==> src/rtl/fetch_stage.sv <==
// RV32I instruction-fetch front end: fetch PC, ready/ack imem port, IF/D register, one-entry hold buffer.
// Optional FETCH_MISALIGN_TRAP_EN: misaligned redirect traps (sticky misalign) instead of forcing alignment.
module fetch_stage #(
  parameter int                   D_WIDTH  = 32,
  parameter logic [D_WIDTH-1:0]   RESET_PC = '0,
  parameter logic [31:0]          NOP      = 32'h0000_0013
) (
  input  logic               clk,
  input  logic               rst,
  input  logic               stall,
  input  logic               PCSrc,
  input  logic               JALR,
  input  logic [D_WIDTH-1:0] ImmExt,
  input  logic [D_WIDTH-1:0] reg1,
  output logic               imem_req,
  output logic [D_WIDTH-1:0] imem_addr,
  input  logic               imem_ack,
  input  logic [31:0]        imem_rdata,
  output logic [31:0]        instr_D,
  output logic [D_WIDTH-1:0] PC_D,
  output logic               valid_D,
  output logic [D_WIDTH-1:0] inc_PC,
  output logic [D_WIDTH-1:0] PCTarget,
  output logic               misalign
);

  typedef enum logic {S_FETCH, S_HOLD} state_t;

  state_t             state_q, state_d;
  logic [D_WIDTH-1:0] pc_f_q, pc_f_d;
  logic [D_WIDTH-1:0] redir_q, redir_d;
  logic               kill_q, kill_d;
  logic [31:0]        ifd_instr_q, ifd_instr_d;
  logic [D_WIDTH-1:0] ifd_pc_q, ifd_pc_d;
  logic               ifd_valid_q, ifd_valid_d;
  logic [31:0]        hold_instr_q, hold_instr_d;
  logic [D_WIDTH-1:0] hold_pc_q, hold_pc_d;
  logic               misalign_q, misalign_d;

  logic [D_WIDTH-1:0] tgt_sum;
  logic [D_WIDTH-1:0] tgt_aligned;
  logic [D_WIDTH-1:0] pc_f_inc;
  logic               trap_hit;

  always_comb begin
    tgt_sum = (JALR ? reg1 : ifd_pc_q) + ImmExt;
    if (JALR) tgt_sum[0] = 1'b0;
  end

  assign tgt_aligned = {tgt_sum[D_WIDTH-1:2], 2'b00};
  assign pc_f_inc    = pc_f_q + D_WIDTH'(4);

`ifdef FETCH_MISALIGN_TRAP_EN
  assign trap_hit = |tgt_sum[1:0];
`else
  assign trap_hit = 1'b0;
`endif

  assign PCTarget  = tgt_sum;
  assign inc_PC    = ifd_pc_q + D_WIDTH'(4);
  assign imem_req  = !rst && (state_q == S_FETCH) && !misalign_q;
  assign imem_addr = pc_f_q;
  assign instr_D   = ifd_instr_q;
  assign PC_D      = ifd_pc_q;
  assign valid_D   = ifd_valid_q;
  assign misalign  = misalign_q;

  always_comb begin
    state_d      = state_q;
    pc_f_d       = pc_f_q;
    redir_d      = redir_q;
    kill_d       = kill_q;
    ifd_instr_d  = ifd_instr_q;
    ifd_pc_d     = ifd_pc_q;
    ifd_valid_d  = ifd_valid_q;
    hold_instr_d = hold_instr_q;
    hold_pc_d    = hold_pc_q;
    misalign_d   = misalign_q;

    if (!misalign_q) begin
      if (PCSrc) begin
        ifd_valid_d = 1'b0;
        ifd_instr_d = NOP;
        state_d     = S_FETCH;
        if (trap_hit) begin
          misalign_d = 1'b1;
          kill_d     = 1'b0;
        end else if ((state_q == S_FETCH) && !imem_ack) begin
          // keep the outstanding address on the bus until its ack arrives
          kill_d  = 1'b1;
          redir_d = tgt_aligned;
        end else begin
          pc_f_d = tgt_aligned;
          kill_d = 1'b0;
        end
      end else if (kill_q) begin
        if (imem_ack) begin
          pc_f_d = redir_q;
          kill_d = 1'b0;
        end
        if (!stall) begin
          ifd_valid_d = 1'b0;
          ifd_instr_d = NOP;
        end
      end else if (state_q == S_HOLD) begin
        if (!stall) begin
          ifd_instr_d = hold_instr_q;
          ifd_pc_d    = hold_pc_q;
          ifd_valid_d = 1'b1;
          state_d     = S_FETCH;
        end
      end else if (imem_ack) begin
        pc_f_d = pc_f_inc;
        if (stall) begin
          hold_instr_d = imem_rdata;
          hold_pc_d    = pc_f_q;
          state_d      = S_HOLD;
        end else begin
          ifd_instr_d = imem_rdata;
          ifd_pc_d    = pc_f_q;
          ifd_valid_d = 1'b1;
        end
      end else if (!stall) begin
        // decode consumed the old word and nothing new arrived: bubble
        ifd_valid_d = 1'b0;
        ifd_instr_d = NOP;
      end
    end
  end

  always_ff @(posedge clk or posedge rst) begin
    if (rst) begin
      state_q      <= S_FETCH;
      pc_f_q       <= RESET_PC;
      redir_q      <= '0;
      kill_q       <= 1'b0;
      ifd_instr_q  <= NOP;
      ifd_pc_q     <= '0;
      ifd_valid_q  <= 1'b0;
      hold_instr_q <= NOP;
      hold_pc_q    <= '0;
      misalign_q   <= 1'b0;
    end else begin
      state_q      <= state_d;
      pc_f_q       <= pc_f_d;
      redir_q      <= redir_d;
      kill_q       <= kill_d;
      ifd_instr_q  <= ifd_instr_d;
      ifd_pc_q     <= ifd_pc_d;
      ifd_valid_q  <= ifd_valid_d;
      hold_instr_q <= hold_instr_d;
      hold_pc_q    <= hold_pc_d;
      misalign_q   <= misalign_d;
    end
  end

endmodule

==> config.mk <==
export PLATFORM = sky130hd
export DESIGN_NAME = fetch_stage
export DESIGN_NICKNAME = d
export VERILOG_FILES = /design/src/rtl/fetch_stage.sv
export SDC_FILE = /design/constraint.sdc
export NUM_CORES = 1
export LEC_CHECK = 0
export CAP_MARGIN = 20
export CORE_MARGIN = 8
export CORE_UTILIZATION = 41
export DETAILED_ROUTE_END_ITERATION = 10
export GPL_TIMING_DRIVEN = 1
export PLACE_DENSITY = 0.74
export SLEW_MARGIN = 10
export SYNTH_ARGS = -nofsm -noshare
export SYNTH_HDL_FRONTEND = slang
export SYNTH_SLANG_ARGS = --single-unit
export TNS_END_PERCENT = 5
==> constraint.sdc <==
create_clock -name clk -period 6.2 [get_ports clk]
set_clock_uncertainty 0.05 [all_clocks]
set_input_delay 0.62 -clock clk [delete_from_list [all_inputs] [get_ports clk]]
set_output_delay 0.62 -clock clk [all_outputs]
set_load 0.01 [all_outputs]
==> metrics.md <==
| Metric | Value |
|---|---|
| Status | finished clean |
| Vias per std cell | 5.62 |
| Remaining global-route overflow | 0 |
| Max Cap Viol | 0 |
| Combinational Power Share | 0.453 |
| Max clock buf depth | 2 |
| DRT antenna net count | 0 |
| Avg WL per Cell | 20.2 µm |
| Peak VDD IR | 0.209 mV |
| Final nets | 1631 |
| Worst slew pin tran | 1.10 ns |
| Final Max Slew Viols | 0 |
| H-Tree Depth | 4 |
| RSZ-0062 raised after global routing | false |
| Design Power | 6.03 mW |
| Die width | 184 µm |
| P_sw | 2.41 mW |
| Clk_lat worst skew | 0.43 ns |
| Global-route wire length before repair | 59.5 mm |
| P_int | 3.61 mW |
| Largest area contributor in the netlist | dfrtp_1 |
| CP Max Fanout | 34 |
| Leak | 6.25 nW |
| Fin crit period | 5.35 ns |
| Post-synth ARST share | 1.00 |
| Largest net degree at the start of global routing | 79 |
| Routed wire length | 38.1 mm |
| Worst hold path class | reg2reg |
| CTS root buffer | clkbuf_16 |
| Initial Util | 0.415 |
| WP data arrival | 4.68 ns |
| Slew margin rel. | 0.267 |
| Number of port buffers | 257 |
| CP Data Required Time | 5.53 ns |
| Met2 usage | 0.345 |
| Fmax | 0.187 GHz |
| Register area share after synthesis | 0.406 |
| Avg Synthesized Cell Area | 8.91 µm² |
| Layout cell share with drive strength beyond 1 | 0.101 |
| Crit start category | input pin |
| Clock Power Share | 0.183 |
| Post-synth top cells | nand2_1 (188), dfrtp_1 (181), o21ai_0 (142), a21oi_1 (105), mux2_2 (79) |
| Setup_tns | 0 ns |
| Crit path kind | in2out |
| Post-CTS Setup Inserts | 0 |
| Gr busiest metal | met2 |
| DR iter-0 viols | 1009 |
| PwrDens | 405 nW/µm² |
| Sink Count | 187 |
| Yosys top cell area share | 0.393 |
| Drt drc | 0 |
| Layout fillers | 2494 |
| Seq pwr share | 0.365 |
| Total GRT Usage | 0.223 |
| P&R area growth vs syn | 29.0% |
| Sw frac | 0.400 |
| Initial antenna violation count | 1 |
| Grt met1 use | 0.305 |
| GR Util met3 | 0.0482 |
| Syn Inst Count | 1295 |
| DP Wirelength | 28.9 mm |
| Setup violations, final | 0 |
| YS warnings | 0 |
| Die area | 33800 µm² |
| # diodes | 0 |
| CP Capture Type | output port |
| Crit-path max cell delay | 0.52 ns |
| EDFF count, synth | 0 |
| Hold-fix buffers at CTS | 0 |
| CTS tree | built |
| Count of unique library cells instantiated by Yosys | 77 |
| Synth Flop Type | dfrtp_1 |
| Largest cells by area after synthesis | dfrtp_1 (39%), mux2_2 (7.7%), o21ai_0 (6.2%) |
| Period utilization | 0.863 |
| Clock Pin Slew Worst Setup and Hold Paths | 0.07 ns |
| Row Count | 61 |
| CTS buffer count | 17 |
| Top-count cell post-synth | nand2_1 |
| GPL Wtd Cong | 0.894 |
| CTS resizes | 0 |
| Die Height | 184 µm |
| CP cell instances | clkdlybuf4s50_1, buf_4, mux2_2, ha_1, a21oi_1, o21ai_2, or3_1, a211oi_1, a2111oi_0, a311o_2, clkdlybuf4s50_1 |
| IO Pins | 265 |
| Vias in the first global route | 10200 |
| Syn Std Cell Area | 11500 µm² |
| Drt pass-1 iters | 8 |
| Crit-path slowest cell | clkdlybuf4s50_1 |
| Yosys reg bits | 187 |
| Area of the core | 27800 µm² |
| Final Hold Fails | 0 |
| Top cell by count, worst path | clkdlybuf4s50_1 |
| Vias after detailed routing | 10600 |
-- final cells by class --
cell class	instances	area, µm²	share of cell area
sequential	187	4690	0.315
clock buffer	19	433	0.0291
multi-input combinational	977	6300	0.423
inverter	43	166	0.0112
tap	378	473	0.0318
timing repair buffer	269	2660	0.179
clock inverter	13	154	0.0103
-- worst max-delay path, delay by kind of cell --
family / cells / cell delay (ns)
simple gates: 1 / 0.42
fa+ha+maj: 1 / 0.42
mux: 1 / 0.39
buf+inv: 3 / 1.38
compound gates: 5 / 1.42
-- registers in the layout, indices dropped and copies added (netlist names) --
register,flops
PC_D,30
hold_instr_q,32
hold_pc_q,30
imem_addr,30
instr_D,32
kill_q,1
redir_q,30
state_q,1
valid_D,1
-- cell families (layout without fill, tap and decap cells) --
group / count (synthesis) / in the layout / share of synthesized area
buf+inv: 137 / 344 / 0.0509
mux: 123 / 123 / 0.116
other cells: 1 / 7 / 0.000325
xor+xnor: 69 / 69 / 0.0524
flops: 187 / 187 / 0.406
compound gates: 343 / 343 / 0.175
simple gates: 401 / 401 / 0.161
fa+ha+maj: 34 / 34 / 0.0375
-- cells in the final DEF, fill, tap and decap left out, types with 7 or more instances in the layout --
cell type and n:
a21o_1 10, a21oi_1 105, a31oi_1 7, and2_1 12, and3_1 11, and4_1 8, buf_4 12, clkbuf_16 17
clkdlybuf4s50_1 257, conb_1 7, dfrtp_1 180, ha_1 33, inv_1 41, mux2_2 79, mux2i_1 43, nand2_1 188
nand3_1 30, nand4_1 30, nor2_1 67, nor3_1 18, o21ai_0 142, o221ai_1 7, o22ai_1 15, xnor2_1 44
xor2_1 25
-- metrics by stage --
step,instance area (µm²),utilization,instances,hold WS (ns),worst slack [ns]
2_1_floorplan,11600,-,1301,0.396,0.455
3_3_place_gp,14300,0.514,1854,0.409,0.946
3_5_place_dp,14300,0.514,1854,0.413,0.905
4_1_cts,14900,0.535,1886,0.430,0.884
5_1_grt,14900,0.535,1886,0.444,0.664
6_report,14900,0.535,1886,0.426,0.852
-- metal layers --
metal / up-vias / wire [µm]
met2: 440 / 17000
met1: 5109 / 16900
met4: 2 / 1020
met3: 65 / 3200
li1: 4984 / -
met5: - / 11
-- power by group through the flow --
stage	clock [mW]	combinational [mW]	sequential, mW
6_report	1.10	2.73	2.20
5_1_grt	1.16	2.96	2.27
4_1_cts	1.12	2.74	2.18
3_5_place_dp	0	2.72	2.20
3_3_place_gp	0	2.69	2.18
2_1_floorplan	0	1.47	2.04
-- path summary, 6_finish.rpt --
check / from / endpoint / slack (ns) / cells past startpoint
max: JALR / PCTarget[25] / 0.85 / 11
min: valid_D$_DFF_PP0_ / valid_D$_DFF_PP0_ / 0.43 / 2
max reg2reg: state_q$_DFFE_PP0P_ / hold_instr_q[27]$_DFFE_PP0P_ / 2.63 / 5
min reg2reg: valid_D$_DFF_PP0_ / valid_D$_DFF_PP0_ / 0.43 / 2
max in group asynchronous: rst / kill_q$_DFF_PP0_ / 4.20 / 3
min in group asynchronous: rst / instr_D[28]$_DFFE_PP0P_ / 0.66 / 2
Note: power is estimated with default switching activity, not from simulation.
